[config.mk]
export PLATFORM = sky130hd
export DESIGN_NAME = sdr_fifo_port_flat
export DESIGN_NICKNAME = d
export VERILOG_FILES = /design/src/rtl/sdr_pkg.sv /design/src/rtl/sdr_fifo_port_if.sv /design/src/rtl/sdr_sync_fifo.sv /design/src/rtl/sdr_fifo_port.sv /design/src/flat_wrapper.sv
export SDC_FILE = /design/constraint.sdc
export NUM_CORES = 1
export LEC_CHECK = 0
export CAP_MARGIN = 20
export CORE_AREA = 2 2 116 118
export DETAILED_ROUTE_END_ITERATION = 10
export DIE_AREA = 0 0 118 120
export GPL_TIMING_DRIVEN = 1
export HOLD_SLACK_MARGIN = 0.08
export PLACE_DENSITY = 0.67
export SETUP_SLACK_MARGIN = 0.5
export SYNTH_ARGS = -nofsm -noshare
export SYNTH_HDL_FRONTEND = slang
export SYNTH_HIERARCHICAL = 1
export SYNTH_SLANG_ARGS = --single-unit
[constraint.sdc]
create_clock -name E_CLK -period 3.7 [get_ports E_CLK]
set_clock_uncertainty 0.15 [all_clocks]
set_input_delay 0.37 -clock E_CLK [delete_from_list [all_inputs] [get_ports E_CLK]]
set_output_delay 0.37 -clock E_CLK [all_outputs]
set_load 0.05 [all_outputs]
[src/rtl/sdr_pkg.sv]
// Shared constants for the CNT/SP serial port: register map,
// CTRL bit positions and the transmit shifter state encoding.
package sdr_pkg;

    localparam logic [1:0] ADDR_DATA = 2'd0;
    localparam logic [1:0] ADDR_CTRL = 2'd1;
    localparam logic [1:0] ADDR_DIV  = 2'd2;

    localparam int CTRL_IRQ   = 7;
    localparam int CTRL_DIR   = 6;
    localparam int CTRL_IEN   = 5;
    localparam int CTRL_DONE  = 4;
    localparam int CTRL_OVF   = 3;
    localparam int CTRL_TXF   = 2;
    localparam int CTRL_RXA   = 1;
    localparam int CTRL_BUSY  = 0;
    localparam int CTRL_FLUSH = 0;

    typedef enum logic [1:0] {
        TX_IDLE,
        TX_LOAD,
        TX_LOW,
        TX_HIGH
    } tx_state_e;

endpackage

[src/rtl/sdr_fifo_port_if.sv]
// CPU-side register bus of the serial port: one-cycle accesses
// qualified by cs, direction by RW.
interface sdr_fifo_port_if;
    logic       cs;
    logic       RW;
    logic [1:0] A;
    logic [7:0] d_in;
    logic [7:0] d_out;
    logic       d_oe;

    modport master (
        output cs, RW, A, d_in,
        input  d_out, d_oe
    );

    modport slave (
        input  cs, RW, A, d_in,
        output d_out, d_oe
    );
endinterface

[src/rtl/sdr_sync_fifo.sv]
// Single-clock FIFO with synchronous clear; a pop frees the slot
// that a same-cycle push may use, so push-on-full succeeds then.
module sdr_sync_fifo #(
    parameter int WIDTH = 8,
    parameter int DEPTH = 4
) (
    input  logic             i_clk,
    input  logic             i_rst_n,
    input  logic             i_clr,
    input  logic             i_push,
    input  logic             i_pop,
    input  logic [WIDTH-1:0] i_din,
    output logic [WIDTH-1:0] o_head,
    output logic             o_full,
    output logic             o_empty
);

    localparam int AW = $clog2(DEPTH);

    logic [WIDTH-1:0] r_mem [DEPTH];
    logic [AW:0]      r_wptr;
    logic [AW:0]      r_rptr;
    logic             w_pop;
    logic             w_push;

    assign o_empty = (r_wptr == r_rptr);
    assign o_full  = (r_wptr[AW] != r_rptr[AW]) &&
                     (r_wptr[AW-1:0] == r_rptr[AW-1:0]);
    assign w_pop   = i_pop && !o_empty;
    assign w_push  = i_push && (!o_full || w_pop);
    assign o_head  = r_mem[r_rptr[AW-1:0]];

    always_ff @(posedge i_clk or negedge i_rst_n) begin
        if (!i_rst_n) begin
            r_wptr <= '0;
            r_rptr <= '0;
        end else if (i_clr) begin
            r_wptr <= '0;
            r_rptr <= '0;
        end else begin
            if (w_push)
                r_wptr <= r_wptr + 1'b1;
            if (w_pop)
                r_rptr <= r_rptr + 1'b1;
        end
    end

    // Storage needs no reset: pointers define what is valid.
    always_ff @(posedge i_clk) begin
        if (w_push && !i_clr)
            r_mem[r_wptr[AW-1:0]] <= i_din;
    end

endmodule

[src/rtl/sdr_fifo_port.sv]
// FIFO-buffered CNT/SP serial port: register file, TX shifter FSM
// with half-bit divider, RX synchroniser/shifter and IRQ logic.
module sdr_fifo_port
    import sdr_pkg::*;
#(
    parameter int WIDTH     = 8,
    parameter int TX_DEPTH  = 4,
    parameter int RX_DEPTH  = 4,
    parameter int DIV_W     = 8,
    parameter bit MSB_FIRST = 1'b1
) (
    input  logic            E_CLK,
    input  logic            RESET_n,
    sdr_fifo_port_if.slave  bus,
    input  logic            cnt_in,
    output logic            cnt_oe,
    input  logic            sp_in,
    output logic            sp_oe,
    output logic            irq_n
);

    localparam int            CW   = $clog2(WIDTH + 1);
    localparam logic [CW-1:0] LAST = CW'(WIDTH - 1);

    logic             r_dir_out;
    logic             r_irq_en;
    logic             r_done;
    logic             r_rx_ovf;
    logic             r_irq_n;
    logic             r_cnt_oe;
    logic             r_sp_oe;
    logic [DIV_W-1:0] r_div;
    logic [DIV_W-1:0] r_div_cnt;
    tx_state_e        r_tx_state;
    logic [WIDTH-1:0] r_tx_sh;
    logic [WIDTH-1:0] r_rx_sh;
    logic [CW-1:0]    r_tx_bit;
    logic [CW-1:0]    r_rx_bit;
    logic             r_cnt_s1;
    logic             r_cnt_s2;
    logic             r_cnt_s3;
    logic             r_sp_s1;
    logic             r_sp_s2;

    logic             w_wr;
    logic             w_rd;
    logic             w_data_wr;
    logic             w_ctrl_wr;
    logic             w_div_wr;
    logic             w_data_rd;
    logic             w_flush;
    logic             w_tx_pop;
    logic             w_tx_full;
    logic             w_tx_empty;
    logic [WIDTH-1:0] w_tx_head;
    logic             w_rx_push;
    logic             w_rx_pop;
    logic             w_rx_full;
    logic             w_rx_empty;
    logic [WIDTH-1:0] w_rx_head;
    logic [WIDTH-1:0] w_rx_next;
    logic [WIDTH-1:0] w_tx_next;
    logic             w_head_bit;
    logic             w_next_bit;
    logic             w_half_end;
    logic             w_frame_end;
    logic             w_cnt_rise;
    logic             w_done_set;
    logic             w_ovf_set;
    logic             w_irq;
    logic             w_busy;
    logic [7:0]       w_rdata;

    assign w_wr      = bus.cs && !bus.RW;
    assign w_rd      = bus.cs && bus.RW;
    assign w_data_wr = w_wr && (bus.A == ADDR_DATA);
    assign w_ctrl_wr = w_wr && (bus.A == ADDR_CTRL);
    assign w_div_wr  = w_wr && (bus.A == ADDR_DIV);
    assign w_data_rd = w_rd && (bus.A == ADDR_DATA);

    // Any direction change restarts both paths from a clean frame.
    assign w_flush = w_ctrl_wr &&
                     (bus.d_in[CTRL_FLUSH] ||
                      (bus.d_in[CTRL_DIR] != r_dir_out));

    assign w_tx_next  = MSB_FIRST ? (r_tx_sh << 1) : (r_tx_sh >> 1);
    assign w_head_bit = MSB_FIRST ? w_tx_head[WIDTH-1] : w_tx_head[0];
    assign w_next_bit = MSB_FIRST ? w_tx_next[WIDTH-1] : w_tx_next[0];
    assign w_half_end = (r_div_cnt == '0);
    assign w_frame_end = (r_tx_state == TX_HIGH) && w_half_end &&
                         (r_tx_bit == LAST);
    assign w_tx_pop = (r_tx_state == TX_LOAD) ||
                      (w_frame_end && !w_tx_empty);

    assign w_rx_next = MSB_FIRST ?
        ((r_rx_sh << 1) | WIDTH'(r_sp_s2)) :
        ((r_rx_sh >> 1) | (WIDTH'(r_sp_s2) << (WIDTH - 1)));
    assign w_cnt_rise = !r_dir_out && r_cnt_s2 && !r_cnt_s3 && !w_flush;
    assign w_rx_push  = w_cnt_rise && (r_rx_bit == LAST);
    assign w_rx_pop   = w_data_rd && !w_rx_empty;

    assign w_done_set = (w_frame_end && !w_flush) || w_rx_push;
    assign w_ovf_set  = w_rx_push && w_rx_full && !w_rx_pop;
    assign w_irq      = r_irq_en && (r_done || r_rx_ovf);
    assign w_busy     = r_dir_out ?
                        ((r_tx_state != TX_IDLE) || !w_tx_empty) :
                        (r_rx_bit != '0);

    sdr_sync_fifo #(
        .WIDTH (WIDTH),
        .DEPTH (TX_DEPTH)
    ) u_tx_fifo (
        .i_clk   (E_CLK),
        .i_rst_n (RESET_n),
        .i_clr   (w_flush),
        .i_push  (w_data_wr),
        .i_pop   (w_tx_pop),
        .i_din   (bus.d_in[WIDTH-1:0]),
        .o_head  (w_tx_head),
        .o_full  (w_tx_full),
        .o_empty (w_tx_empty)
    );

    sdr_sync_fifo #(
        .WIDTH (WIDTH),
        .DEPTH (RX_DEPTH)
    ) u_rx_fifo (
        .i_clk   (E_CLK),
        .i_rst_n (RESET_n),
        .i_clr   (w_flush),
        .i_push  (w_rx_push),
        .i_pop   (w_rx_pop),
        .i_din   (w_rx_next),
        .o_head  (w_rx_head),
        .o_full  (w_rx_full),
        .o_empty (w_rx_empty)
    );

    always_comb begin
        w_rdata = '0;
        case (bus.A)
            ADDR_DATA: begin
                if (!w_rx_empty)
                    w_rdata = 8'(w_rx_head);
            end
            ADDR_CTRL: begin
                w_rdata[CTRL_IRQ]  = w_irq;
                w_rdata[CTRL_DIR]  = r_dir_out;
                w_rdata[CTRL_IEN]  = r_irq_en;
                w_rdata[CTRL_DONE] = r_done;
                w_rdata[CTRL_OVF]  = r_rx_ovf;
                w_rdata[CTRL_TXF]  = w_tx_full;
                w_rdata[CTRL_RXA]  = !w_rx_empty;
                w_rdata[CTRL_BUSY] = w_busy;
            end
            ADDR_DIV: w_rdata = 8'(r_div);
            default:  w_rdata = '0;
        endcase
    end

    assign bus.d_out = w_rd ? w_rdata : 8'h00;
    assign bus.d_oe  = w_rd;
    assign cnt_oe    = r_cnt_oe;
    assign sp_oe     = r_sp_oe;
    assign irq_n     = r_irq_n;

    always_ff @(posedge E_CLK or negedge RESET_n) begin
        if (!RESET_n) begin
            r_dir_out <= 1'b0;
            r_irq_en  <= 1'b0;
            r_div     <= '0;
            r_done    <= 1'b0;
            r_rx_ovf  <= 1'b0;
            r_irq_n   <= 1'b1;
        end else begin
            r_irq_n <= !w_irq;
            if (w_div_wr)
                r_div <= bus.d_in[DIV_W-1:0];
            if (w_ctrl_wr) begin
                r_dir_out <= bus.d_in[CTRL_DIR];
                r_irq_en  <= bus.d_in[CTRL_IEN];
                r_done    <= 1'b0;
                r_rx_ovf  <= 1'b0;
            end
            // A completing frame wins over a same-cycle clear.
            if (w_done_set)
                r_done <= 1'b1;
            if (w_ovf_set)
                r_rx_ovf <= 1'b1;
        end
    end

    always_ff @(posedge E_CLK or negedge RESET_n) begin
        if (!RESET_n) begin
            r_tx_state <= TX_IDLE;
            r_div_cnt  <= '0;
            r_tx_sh    <= '0;
            r_tx_bit   <= '0;
            r_cnt_oe   <= 1'b0;
            r_sp_oe    <= 1'b0;
        end else if (w_flush) begin
            r_tx_state <= TX_IDLE;
            r_div_cnt  <= '0;
            r_tx_bit   <= '0;
            r_cnt_oe   <= 1'b0;
            r_sp_oe    <= 1'b0;
        end else begin
            case (r_tx_state)
                TX_IDLE: begin
                    if (r_dir_out && !w_tx_empty)
                        r_tx_state <= TX_LOAD;
                end
                TX_LOAD: begin
                    r_tx_sh    <= w_tx_head;
                    r_tx_bit   <= '0;
                    r_div_cnt  <= r_div;
                    r_cnt_oe   <= 1'b1;
                    r_sp_oe    <= !w_head_bit;
                    r_tx_state <= TX_LOW;
                end
                TX_LOW: begin
                    if (w_half_end) begin
                        r_div_cnt  <= r_div;
                        r_cnt_oe   <= 1'b0;
                        r_tx_state <= TX_HIGH;
                    end else begin
                        r_div_cnt <= r_div_cnt - 1'b1;
                    end
                end
                TX_HIGH: begin
                    if (!w_half_end) begin
                        r_div_cnt <= r_div_cnt - 1'b1;
                    end else if (r_tx_bit != LAST) begin
                        r_tx_bit   <= r_tx_bit + 1'b1;
                        r_tx_sh    <= w_tx_next;
                        r_sp_oe    <= !w_next_bit;
                        r_cnt_oe   <= 1'b1;
                        r_div_cnt  <= r_div;
                        r_tx_state <= TX_LOW;
                    end else if (!w_tx_empty) begin
                        // Next word goes straight to LOW: no gap cycle.
                        r_tx_sh    <= w_tx_head;
                        r_tx_bit   <= '0;
                        r_div_cnt  <= r_div;
                        r_cnt_oe   <= 1'b1;
                        r_sp_oe    <= !w_head_bit;
                        r_tx_state <= TX_LOW;
                    end else begin
                        r_sp_oe    <= 1'b0;
                        r_tx_state <= TX_IDLE;
                    end
                end
                default: r_tx_state <= TX_IDLE;
            endcase
        end
    end

    // Sync flops reset to the released (high) pin level so that
    // leaving reset does not look like a CNT rising edge.
    always_ff @(posedge E_CLK or negedge RESET_n) begin
        if (!RESET_n) begin
            r_cnt_s1 <= 1'b1;
            r_cnt_s2 <= 1'b1;
            r_cnt_s3 <= 1'b1;
            r_sp_s1  <= 1'b1;
            r_sp_s2  <= 1'b1;
            r_rx_sh  <= '0;
            r_rx_bit <= '0;
        end else begin
            r_cnt_s1 <= cnt_in;
            r_cnt_s2 <= r_cnt_s1;
            r_cnt_s3 <= r_cnt_s2;
            r_sp_s1  <= sp_in;
            r_sp_s2  <= r_sp_s1;
            if (w_flush) begin
                r_rx_sh  <= '0;
                r_rx_bit <= '0;
            end else if (w_cnt_rise) begin
                r_rx_sh  <= w_rx_next;
                r_rx_bit <= (r_rx_bit == LAST) ? '0 : r_rx_bit + 1'b1;
            end
        end
    end

endmodule
[src/flat_wrapper.sv]
// flat-port wrapper written by rule: the top's interface ports become plain ports
module sdr_fifo_port_flat import sdr_pkg::*;
#(
    parameter int WIDTH     = 8,
    parameter int TX_DEPTH  = 4,
    parameter int RX_DEPTH  = 4,
    parameter int DIV_W     = 8,
    parameter bit MSB_FIRST = 1'b1
)
  (E_CLK, RESET_n, cnt_in, cnt_oe, sp_in, sp_oe, irq_n, bus_cs, bus_RW, bus_A, bus_d_in, bus_d_out, bus_d_oe);
  sdr_fifo_port_if bus_i ();
  input  logic E_CLK;
  input  logic RESET_n;
  input  logic cnt_in;
  output logic cnt_oe;
  input  logic sp_in;
  output logic sp_oe;
  output logic irq_n;
  input wire logic [$bits(bus_i.cs)-1:0] bus_cs;
  input wire logic [$bits(bus_i.RW)-1:0] bus_RW;
  input wire logic [$bits(bus_i.A)-1:0] bus_A;
  input wire logic [$bits(bus_i.d_in)-1:0] bus_d_in;
  output wire logic [$bits(bus_i.d_out)-1:0] bus_d_out;
  output wire logic [$bits(bus_i.d_oe)-1:0] bus_d_oe;
  assign bus_i.cs = bus_cs;
  assign bus_i.RW = bus_RW;
  assign bus_i.A = bus_A;
  assign bus_i.d_in = bus_d_in;
  assign bus_d_out = bus_i.d_out;
  assign bus_d_oe = bus_i.d_oe;
  sdr_fifo_port #(.WIDTH(WIDTH), .TX_DEPTH(TX_DEPTH), .RX_DEPTH(RX_DEPTH), .DIV_W(DIV_W), .MSB_FIRST(MSB_FIRST)) u_core (.E_CLK(E_CLK), .RESET_n(RESET_n), .bus(bus_i), .cnt_in(cnt_in), .cnt_oe(cnt_oe), .sp_in(sp_in), .sp_oe(sp_oe), .irq_n(irq_n));
endmodule
* Word level (Yosys, flattened, before mapping) *
Memories as Yosys holds them, arrays and structs flattened.
Index checks and enable logic that the tools add are counted.

operators by class
  $lt $le $gt $ge = 0
  add/subtract/negate cells = 7
  reductions and logical operators = 68
  div/mod/pow operators = 0
  mux-type cells = 57
  multipliers = 0
  eq/ne operators = 22
  bitwise gates (word level) = 2
  shift-type cells = 0

operator list
  cell                 number
  $mux 8               7
  $pmux 8 s3           2
  $mux 7               5
  $logic_and 1x1->1    28
  $mux 4               7
  $mux 3               8
  $reduce_bool 2->1    9
  $mux 1               17
  $pmux 7 s2           1
  $add 3x1->3 const B  4
  $logic_not 1->1      12
  $mux 2               6
  $ne 3x1->1 const B   3
  $add 4x1->4 const B  2
  $eq 4x3->1 const B   2
  $logic_not 8->1      1
  $ne 4x3->1 const B   2
  $or 8x1->8           1
  $pmux 2 s4           1
  $pmux 4 s2           1
  $reduce_and 4->1     2
  $reduce_bool 4->1    2
  $sub 8x1->8 const B  1
  $logic_or 1x1->1     7
  15 further kinds     25

storage, ports and cells
  input bits = 16
  bits in registers = 64
  memory bits (writable) = 64
  output and inout port bits = 12
  memory bits (read-only) = 0
  memories kept = 2
  latch bits = 0

memory list
  name                    words  width  read ports  clocked after Yosys merged registers in  wr ports  RTL line             source
  u_core.u_rx_fifo.r_mem  4      8      1           0                                        1         sdr_sync_fifo.sv:20  logic [WIDTH-1:0] r_mem [DEPTH];
  u_core.u_tx_fifo.r_mem  4      8      1           0                                        1         sdr_sync_fifo.sv:20

* Longest topological paths before layout *
Gate-level depths: netlist (run 1).

  depth in word-level cells = 11
  mapped depth = 9
  mapped depth without buffers = 8

* Hierarchy *
Netlist (run 1), hierarchy kept.

modules (own cells, without submodules)
  module                             sequential area each (µm²)  instances  cells each  area each (µm²)
  sdr_fifo_port                      1308.8                      1          298         2910.3
  sdr_sync_fifo at u_core.u_rx_fifo  1111.1                      1          97          1706.6
  sdr_sync_fifo at u_core.u_tx_fifo  1111.1                      1          97          1702.9

* Least setup slack after synthesis (run 1) *
Ideal clock, no wire load.

  path kind = reg2reg
  start = register u_core.r_tx_state[0]
  end = memory u_core.u_tx_fifo.r_mem[1][0], enable pin
  buffers on the path = 2
  path slack = 0.406 ns
  arrival time = 2.747 ns
  cell stages (with the launch flop) = 8
  data required time = 3.152 ns
  cell sequence = dfrtp_1 > ha_1 > clkbuf_1 > clkbuf_1 > nand3_1 > o41ai_1 > nor4_1 > nor4b_1

between the ends
  cells in the longest elaborated chain, start to end = 11
  elaborated cells between the ends (all ways) = 12
  those cells by class = eq/ne: 2; mux: 2; reduce/logical: 8

ends and longest elaborated chain
  item                             RTL line              source
  start: declaration               sdr_fifo_port.sv:34   tx_state_e r_tx_state;
  start signal: assignment         sdr_fifo_port.sv:195  r_tx_state <= TX_IDLE;
  start signal: assignment         sdr_fifo_port.sv:202  r_tx_state <= TX_IDLE;
  start signal: assignment         sdr_fifo_port.sv:211  r_tx_state <= TX_LOAD;
  $eq 2x2->1                       sdr_fifo_port.sv:90   assign w_frame_end = (r_tx_state == TX_HIGH) && w_half_end &&
  $logic_and 1x1->1 (2 in series)  sdr_fifo_port.sv:90
  $logic_and 1x1->1                sdr_fifo_port.sv:93   (w_frame_end && !w_tx_empty);
  $logic_or 1x1->1 *               sdr_fifo_port.sv:92   assign w_tx_pop = (r_tx_state == TX_LOAD) ||
  via u_core.w_tx_pop              sdr_fifo_port.sv:52   logic w_tx_pop;
  $logic_and 1x1->1 *              sdr_sync_fifo.sv:29   assign w_pop = i_pop && !o_empty;
  $logic_or 1x1->1 *               sdr_sync_fifo.sv:30   assign w_push = i_push && (!o_full || w_pop);
  $logic_and 1x1->1 *              sdr_sync_fifo.sv:30
  $logic_and 1x1->1 *              sdr_sync_fifo.sv:50   if (w_push && !i_clr)
  $mux 1 *                         sdr_sync_fifo.sv:50
  $mux 1 (not written as such) *   sdr_sync_fifo.sv:51   r_mem[r_wptr[AW-1:0]] <= i_din;
  end: declaration                 sdr_sync_fifo.sv:20

Mark *: on every way through the listed nets, which the timed path passes. The rest lies on a longest branch.

* Final worst setup path (run 1) *
  start = register u_core.u_rx_fifo.r_wptr[0]
  end = output port bus_d_out[0]

between the ends
  cells in the longest elaborated chain, start to end = 4

ends and longest elaborated chain
  item                      RTL line              source
  start: declaration        sdr_sync_fifo.sv:21   logic [AW:0] r_wptr;
  start signal: assignment  sdr_sync_fifo.sv:42   r_wptr <= r_wptr + 1'b1;
  $eq 3x3->1                sdr_sync_fifo.sv:26   assign o_empty = (r_wptr == r_rptr);
  via u_core.w_rx_empty     sdr_fifo_port.sv:59   logic w_rx_empty;
  $mux 8                    sdr_fifo_port.sv:143  if (!w_rx_empty)
  $pmux 8 s3                sdr_fifo_port.sv:141  case (bus.A)
  $mux 8                    sdr_fifo_port.sv:161  assign bus.d_out = w_rd ? w_rdata : 8'h00;
  end: declaration          flat_wrapper.sv:23    output wire logic [$bits(bus_i.d_out)-1:0] bus_d_out;

The timed path passes the listed nets, and every way through them passes these cells.

==> results of run 1 <==
## stage by stage
step                      total power, mW  util (%)  hold slack, ns  area (um^2)
after global placement               4.04      53.0           0.196         6880
after global routing                 6.05      57.3           0.211         7440
after floorplan                      3.58         -         -0.0756         6320
after detailed placement             4.10      53.0           0.200         6880
final                                5.73      57.3           0.207         7440
after CTS                            5.76      57.5           0.203         7460
## flip-flops by register name (all words and copies together) (netlist names), 2 cells and up
signal / count
u_core/r_tx_bit: 4
u_core/u_tx_fifo/r_wptr: 3
u_core/u_rx_fifo/r_mem: 32
u_core/r_rx_sh: 7
u_core/u_rx_fifo/r_rptr: 3
u_core/r_tx_sh: 7
u_core/r_tx_state: 2
u_core/r_div: 8
u_core/u_tx_fifo/r_rptr: 3
u_core/u_tx_fifo/r_mem: 32
u_core/u_rx_fifo/r_wptr: 3
u_core/r_rx_bit: 4
u_core/r_div_cnt: 8
## layer usage
layer / share of wire [%] / up-vias
met5: 0 / -
met4: 2.3 / 0
met3: 5.2 / 22
met2: 50 / 103
met1: 42 / 2093
li1: - / 1953
## layout by cell type, fill, tap and decap left out, types with 7 or more instances in the layout
| master | count |
|---|---|
| o21ai_0 | 11 |
| ha_1 | 19 |
| edfxtp_1 | 64 |
| nand2_1 | 42 |
| nand3_1 | 11 |
| nand2b_1 | 10 |
| nor3_1 | 8 |
| clkbuf_2 | 7 |
| nor2_1 | 30 |
| clkdlybuf4s50_1 | 18 |
| mux4_2 | 16 |
| a21oi_1 | 21 |
| a22oi_1 | 7 |
| dfrtp_1 | 58 |
| inv_1 | 25 |
| mux2_2 | 23 |
| clkbuf_16 | 17 |
| buf_4 | 23 |
## kinds of logic (layout without fill, tap and decap cells)
logic type      after synthesis  after routing
simple gates                148            148
flops                       128            128
compound gates               90             90
mux                          49             49
buf+inv                      46            109
fa+ha+maj                    19             19
xor+xnor                     12             12
## layout make-up
cell class / instances / area [um^2]
clock buffer: 19 / 433
clock inverter: 13 / 148
fill: 1072 / 5540
inverter: 26 / 97.6
multi-input combinational: 318 / 2590
sequential: 128 / 3530
tap: 176 / 220
timing repair buffer: 51 / 415
## critical path: cells and delay by family (launching register included)
kind            cells  cell delay (ns)
buf+inv             1             0.27
compound gates      2             0.47
flops               1             0.45
simple gates        4             0.75
xor+xnor            1             0.23
## path summary, 6_finish.rpt
path | start | to | slack [ns] | cells after the start
min in group asynchronous | RESET_n | u_core/r_tx_sh[3] | 0.42 | 2
max reg2reg | u_core/r_div_cnt[0] | u_core/u_tx_fifo/r_mem[0][5] | 0.74 | 10
max in group asynchronous | RESET_n | u_core/r_sp_s1 | 2.16 | 3
min reg2reg | u_core/r_sp_s1 | u_core/r_sp_s2 | 0.21 | 0
min | u_core/r_sp_s1 | u_core/r_sp_s2 | 0.21 | 0
max | u_core/u_rx_fifo/r_wptr[0] | bus_d_out[0] | 0.58 | 8
## timing repair
| action | CTS | global route |
|---|---|---|
| gates resized for setup | 9 | 14 |
| hold buffers | 1 | 0 |
| setup buffers | 0 | 0 |
| setup endpoints to repair | 7 | 16 |
| endpoints found under the hold margin | 29 | 0 |
## power groups by stage
stage          clock network [mW]  registers [mW]  logic [mW]
6_report                     1.64            2.06        2.03
5_1_grt                      1.73            2.10        2.22
4_1_cts                      1.67            2.06        2.03
3_5_place_dp                    0            2.08        2.02
3_3_place_gp                    0            2.07        1.97
2_1_floorplan                   0            2.04        1.54
==> flow_summary.yaml, run 1 <==
routing:
  route.detailed.drc: 0
  wl_per_cell_um: 18.8
  wl_um: 13800
  vias_per_cell: 5.71
  vias: 4171
  ant_nets: 0
  detail_route.iter0.violations: 374
  first_pass_iters: 7
yosys:
  synth_top_family_by_area: "simple AND/OR/NAND/NOR gates"
  syn-instance-count: 492
  async_reset_ff_share_pct: 50.0
  synth_enable_flop_cells: 64
  synthSimpleGateAreaFrac_pct: 12.8
  syn_area_per_cell_um2: 12.8
  synth.top_cells.by_count: "edfxtp_1 (64), dfrtp_1 (58), nand2_1 (42), nor2_1 (30), inv_1 (25)"
  ys_seq_area_share_pct: 55.9
  synth-compound-area-share_pct: 10.5
  synth_xor_area_share_pct: 2.44
  synth_cell_types: 76
  synth_most_common_cell: "edfxtp_1"
  ys_warn_count: 6
  synthMuxAreaShare_pct: 11.6
  synth_top_flop_cell: "edfxtp_1"
  netlist_area_mm2: 0.00632
  synth.area.top_cells: "edfxtp_1 (30%), dfrtp_1 (23%), mux4_2 (5.7%)"
  syn_nets: 527
  yosysTopAreaCell: "edfxtp_1"
  synthAdderAreaFrac_pct: 3.76
  netlist.area_leader.share_pct: 30.4
  ys_ff_latch: 128
timing:
  finalHoldViolations: 0
  setup_viol: 0
  rsz0062_at_grt: "true"
  final.setup.tns_ns: 0
  tightest_slew_ns: 0.853
  drv_slew: 0
  relSlewSlack_pct: 42.7
  max_freq_mhz: 321
  min_period_ns: 3.12
  period_share_pct: 84.2
  timing.final.ws_setup_ns: 0.583
global_route:
  grtUsageMet3_pct: 4.71
  gr-usage-met1_pct: 25.9
  grt_pass1_wl_um: 22300
  grt-ovfl-total: 0
  antenna_found_initial: 0
  grt_pass1_vias: 4219
  use_met2_pct: 34.0
  grt_max_degree: 55
  busiest_layer: "met2"
  grt_util_all_layers_pct: 20.6
worst_setup_path:
  slowest_stage: "dfrtp_1"
  max_stage_delay_ns: 0.45
  cp_max_fo: 7
  crit_chain: "xnor2_2, nand2_1, nor2_1, nor2_1, a32oi_1, o21ai_0, and2_1, clkbuf_2"
  timing_worst_setup_path_type: "reg2out"
  crit_arrival_ns: 2.60
  crit_path_start_kind: "flop"
  cp_common_cell: "nor2_1"
  required_ns: 3.18
  cp-end-kind: "output pin"
flow_run:
  maxCapViolations: 0
placed_design:
  post-place-ws_ns: 0.396
  gp_congestion: 0.850
  dp.cells: 698
  io_buffers: 27
  hpwl_um: 9630
power_and_ir_drop:
  seqPwrFrac_pct: 36.0
  p_clk_share_pct: 28.6
  p_sw_share_pct: 34.5
  power_density_mw_per_mm2: 770
  leakagePower_nw: 2.89
  intPower_mw: 3.75
  combPwrFrac_pct: 35.4
  p_sw_mw: 1.98
  irDropWorstVdd_uv: 393
cells_and_area:
  diodes: 0
  nets: 577
  areaGrowthSynthToFinish_pct: 17.7
  final-instance-count-excl-fill: 731
  drive_above_1_share_pct: 22.3
floorplanning:
  start_util_pct: 48.7
  die-area_mm2: 0.0142
  core_area_mm2: 0.0130
  die-width_um: 118
  io_pins: 28
  rows: 42
  die_h_um: 120
cts:
  cts-root-buf: "clkbuf_16"
  cts_tree: "yes"
  insertion_delay_ns: 0.41
  htree_levels: 4
  clkSinkCount: 128
  clk_path_buf_depth: 2
  clkSlewWorstSetupHoldPaths_ns: 0.05
  numCtsBuffers: 17
min_path:
  hp-class: "reg2reg"
status:
  status: "completed"
Note: power is estimated with default switching activity, not from simulation.
==> run 2: changes to the inputs <==
PLACE_DENSITY = 0.69   (was 0.67)
clock period = 2.6 ns   (was 3.7 ns; I/O delays follow)
==> run 2 against run 1 <==
The run now ends with setup timing left. Worst hold slack lost 0.11 ns. Non-clock buffer count up 81. Global-route usage up 2.4 points. Via count is 14% higher. Sequential share of layout area decreased by 8.7 points. Clock power rose by 46%. Combinational power rose by 140%. Final area up 23%. Largest power group is now combinational cells.
==> flow_summary.yaml, run 2 (same netlist as run 1, synthesis figures left out) <==
status:
  status: "finished with violations"
  violations: "setup timing"
global_route:
  grt_pass1_wl_um: 24700
  grt_max_degree: 65
  grt-ovfl-total: 0
  busiest_layer: "met2"
  grtUsageMet3_pct: 6.08
  antenna_found_initial: 0
  grt_util_all_layers_pct: 22.9
  gr-usage-met1_pct: 27.6
  grt_pass1_vias: 4704
  use_met2_pct: 38.7
floorplanning:
  die-width_um: 118
  rows: 42
  io_pins: 28
  start_util_pct: 48.7
  die-area_mm2: 0.0142
  core_area_mm2: 0.0130
  die_h_um: 120
routing:
  first_pass_iters: 4
  wl_per_cell_um: 20.6
  ant_nets: 0
  detail_route.iter0.violations: 376
  vias_per_cell: 5.85
  vias: 4753
  wl_um: 16700
  route.detailed.drc: 0
power_and_ir_drop:
  p_clk_share_pct: 23.6
  leakagePower_nw: 3.49
  p_sw_share_pct: 36.4
  power_mw: 10.2
  seqPwrFrac_pct: 28.9
  power_density_mw_per_mm2: 1110
  intPower_mw: 6.46
  combPwrFrac_pct: 47.6
  irDropWorstVdd_uv: 723
  p_sw_mw: 3.69
timing:
  tightest_slew_ns: 0.612
  final.setup.tns_ns: -0.00798
  rsz0062_at_grt: "true"
  max_freq_mhz: 384
  relSlewSlack_pct: 59.0
  min_period_ns: 2.60
  period_share_pct: 100
  setup_viol: 3
  finalHoldViolations: 0
  timing.final.ws_setup_ns: -0.00271
  drv_slew: 0
  fin_hold_ws_ns: 0.0960
flow_run:
  maxCapViolations: 0
placed_design:
  dpl_cell_area_mm2: 0.00744
  io_buffers: 27
  gp_congestion: 0.854
  post-place-ws_ns: 0.0196
  dp.cells: 727
  hpwl_um: 10200
cts:
  clkSinkCount: 128
  clk_path_buf_depth: 2
  cts-root-buf: "clkbuf_16"
  cts_tree: "yes"
  numCtsBuffers: 17
  insertion_delay_ns: 0.42
  htree_levels: 4
  clkSlewWorstSetupHoldPaths_ns: 0.05
worst_setup_path:
  crit_buf_inv: 3
  crit_path_start_kind: "flop"
  crit_arrival_ns: 2.56
  rr_startpoint: "u_core/r_div_cnt[0]"
  crit_chain: "inv_2, ha_4, nor4b_4, nand3_2, o41ai_4, buf_6, inv_4, a41oi_2, and3b_2"
  cp-end-kind: "flop"
  timing_worst_setup_path_type: "reg2reg"
  max_stage_delay_ns: 0.40
  cpLargestDelayFamily: "simple AND/OR/NAND/NOR gates"
  required_ns: 2.56
  slowest_stage: "dfrtp_1"
  critPathLaunch: "u_core/r_div_cnt[0]"
  cp_max_fo: 8
cells_and_area:
  final-instance-count-excl-fill: 813
  fin_util_pct: 70.4
  diodes: 0
  layout_common_cells: "buf_4 (64), edfxtp_1 (64), dfrtp_1 (50), nand2_1 (36), buf_6 (29)"
  areaGrowthSynthToFinish_pct: 44.6
  drive_above_1_share_pct: 49.5
  nets: 659
  fin_area_mm2: 0.00914
min_path:
  hp-class: "in2reg"
  hp-start: "sp_in"
[run 2: layout make-up]
type / instances / area [um^2]
inverter: 26 / 105
clock buffer: 18 / 429
clock inverter: 14 / 166
fill: 807 / 3840
tap: 176 / 220
sequential: 128 / 3540
multi-input combinational: 319 / 3280
timing repair buffer: 132 / 1400
[run 2: worst reg2reg max path, stage by stage, from the launching register on]
cell	delay (ns)
dfrtp_1	0.40
inv_2	0.10
ha_4	0.13
nor4b_4	0.29
nand3_2	0.17
o41ai_4	0.31
buf_6	0.18
inv_4	0.04
a41oi_2	0.19
and3b_2	0.33
[run 2: timing repair]
| action | CTS | global route |
|---|---|---|
| buffers inserted | 29 | 21 |
| setup endpoints to repair | 102 | 112 |
| hold endpoints to repair | 64 | 0 |
| cloned | 0 | 3 |
| resized for setup | 71 | 82 |
| pin swaps | 20 | 33 |
| hold buffers | 1 | 0 |
[run 2: layer usage]
| metal | share of wire, % | vias up |
|---|---|---|
| li1 | - | 2123 |
| met1 | 40 | 2453 |
| met2 | 53 | 139 |
| met3 | 4.2 | 38 |
| met4 | 3.0 | 0 |
| met5 | 0 | - |
[run 2: path summary, 6_finish.rpt]
check,to,slack (ns),depth (start not counted)
max in group asynchronous,u_core/r_sp_s1,1.71,3
hold reg to reg,u_core/r_cnt_s2,0.20,0
hold / removal,u_core/r_sp_s1,0.1,1
setup reg to reg,u_core/u_tx_fifo/r_mem[0][4],-0.003,9
min in group asynchronous,u_core/r_tx_sh[1],0.24,3
setup / recovery,u_core/u_tx_fifo/r_mem[0][4],-0.003,9
[run 2: power groups by stage]
| stage | logic, mW | registers, mW | clock network [mW] |
|---|---|---|---|
| 2_1_floorplan | 2.40 | 2.90 | 0 |
| 5_1_grt | 5.12 | 2.97 | 2.52 |
| 3_5_place_dp | 3.42 | 2.94 | 0 |
| 4_1_cts | 4.05 | 2.90 | 2.42 |
| 6_report | 4.83 | 2.93 | 2.40 |
| 3_3_place_gp | 3.34 | 2.92 | 0 |
==> run 3: changes to the inputs <==
PLACE_DENSITY = 0.67   (was 0.69)
clock period = 3.34 ns   (was 2.6 ns; I/O delays follow)
==> run 3 against run 2 <==
The run now ends clean. Flip-flop and latch count did not move. Final area fell by 15%. Global-route usage fell by 1.2 points. Non-clock buffer count fell by 78. Utilization fell by 11 points. Wire length fell by 15%. Worst hold slack improved by 0.078 ns. Critical path type is now reg2out. Largest power group unchanged.
==> flow_summary.yaml, run 3 (same netlist as run 1, synthesis figures left out) <==
status:
  status: "completed"
power_and_ir_drop:
  leakagePower_nw: 2.95
  power_density_mw_per_mm2: 876
  irDropWorstVdd_uv: 590
  power_mw: 6.77
cells_and_area:
  layout_common_cells: "edfxtp_1 (64), dfrtp_1 (55), nand2_1 (42), buf_4 (31), nor2_1 (27)"
  nets: 580
  diodes: 0
  fin_util_pct: 59.5
  areaGrowthSynthToFinish_pct: 22.3
  final-instance-count-excl-fill: 734
  drive_above_1_share_pct: 27.2
  final_common_cell: "edfxtp_1"
flow_run:
  maxCapViolations: 0
placed_design:
  post-place-ws_ns: 0.282
  hpwl_um: 9950
  dp.cells: 697
  gp_congestion: 0.905
  io_buffers: 27
global_route:
  grt_pass1_vias: 4220
  grt_util_all_layers_pct: 21.7
  grt_max_degree: 27
  antenna_found_initial: 0
  grt_pass1_wl_um: 23300
  grt-ovfl-total: 0
worst_setup_path:
  slowest_stage: "dfrtp_2"
  crit_buf_inv: 2
  reg2reg_depth: 9
  crit_chain: "xnor2_4, nand3_1, inv_2, nand3_1, a32oi_2, o21ai_1, and2_1, buf_12"
  cp_max_fo: 6
  cp-end-kind: "output pin"
  max_stage_delay_ns: 0.48
  cpLargestDelayFamily: "flip-flops"
  crit_path_start_kind: "flop"
  required_ns: 2.86
  cp_common_cell: "nand3_1"
  crit_cells: 8
  crit_arrival_ns: 2.25
  timing_worst_setup_path_type: "reg2out"
timing:
  finalHoldViolations: 0
  tightest_slew_ns: 0.789
  rsz0062_at_grt: "true"
  min_period_ns: 2.73
  drv_slew: 0
  period_share_pct: 81.8
  relSlewSlack_pct: 47.0
  setup_viol: 0
  final.setup.tns_ns: 0
  timing.final.ws_setup_ns: 0.609
  max_freq_mhz: 366
cts:
  numCtsBuffers: 17
  clkSinkCount: 128
  cts-root-buf: "clkbuf_16"
  insertion_delay_ns: 0.42
  htree_levels: 4
  cts_tree: "yes"
  clkSlewWorstSetupHoldPaths_ns: 0.05
  clk_path_buf_depth: 2
routing:
  route.detailed.drc: 0
  wl_um: 14300
  first_pass_iters: 5
  vias_per_cell: 5.69
  ant_nets: 0
  vias: 4178
  wl_per_cell_um: 19.5
  detail_route.iter0.violations: 364
floorplanning:
  rows: 42
  die_h_um: 120
  die-area_mm2: 0.0142
  io_pins: 28
  core_area_mm2: 0.0130
  die-width_um: 118
  start_util_pct: 48.7
min_path:
  worstHoldPathCells: 1
  hp-class: "in2reg"
-- run 3: cell types whose count changed in the layout (fill, tap and decap cells not counted), moves of 6 or more --
cell | before | now
a21oi_2 | 10 | 0
buf_12 | 17 | 2
mux2_4 | 12 | 2
nor2_4 | 8 | 1
buf_4 | 64 | 31
a2bb2oi_1 | 0 | 6
nor2_1 | 19 | 27
buf_6 | 29 | 1
inv_1 | 16 | 24
nand2_1 | 36 | 42
mux2_2 | 15 | 23
a21oi_1 | 9 | 21
-- run 3: timing repair --
item | CTS | global route
hold buffers | 1 | 0
setup buffers | 0 | 4
pin swaps | 1 | 5
setup endpoints to repair | 48 | 71
endpoints found under the hold margin | 19 | 0
resized for setup | 10 | 20
-- run 3: layer usage --
metal / global-route usage, % / up-vias / wire, um
met3: 4.94 / 21 / 543
met5: 0 / - / 0
li1: - / 1955 / -
met4: 8.13 / 0 / 242
met2: 37.7 / 98 / 7660
met1: 26.6 / 2104 / 5850
-- run 3: cell type report --
cell class,count,area [um^2]
Fill cell,1024,5250
Tap cell,176,220
Timing Repair Buffer,54,479
Clock inverter,14,214
Clock buffer,18,429
Inverter,26,97.6
Sequential cell,128,3530
Multi-Input combinational cell,318,2750
-- run 3: final timing paths --
path | endpoint | start | slack, ns
max reg2reg | u_core/u_tx_fifo/r_mem[0][1] | u_core/r_div_cnt[0] | 0.62
min reg2reg | u_core/r_cnt_s2 | u_core/r_cnt_s1 | 0.21
min | u_core/r_sp_s1 | sp_in | 0.17
max | bus_d_out[0] | u_core/u_tx_fifo/r_wptr[0] | 0.61
max in group asynchronous | u_core/irq_n | RESET_n | 1.99
min in group asynchronous | u_core/r_tx_sh[0] | RESET_n | 0.27
-- run 3: stage by stage --
stage / area (um^2) / hold WS (ns)
after floorplan: 6350 / -0.112
final: 7730 / 0.174
after global placement: 6900 / 0.166
after detailed placement: 6900 / 0.174
after CTS: 7600 / 0.159
after global routing: 7730 / 0.166
-- run 3: power by group --
part / switching, mW / internal [mW] / leakage (nW)
combinational: 1.31 / 1.15 / 1.28
sequential: 0.344 / 1.97 / 1.37
clock: 0.667 / 1.32 / 0.296
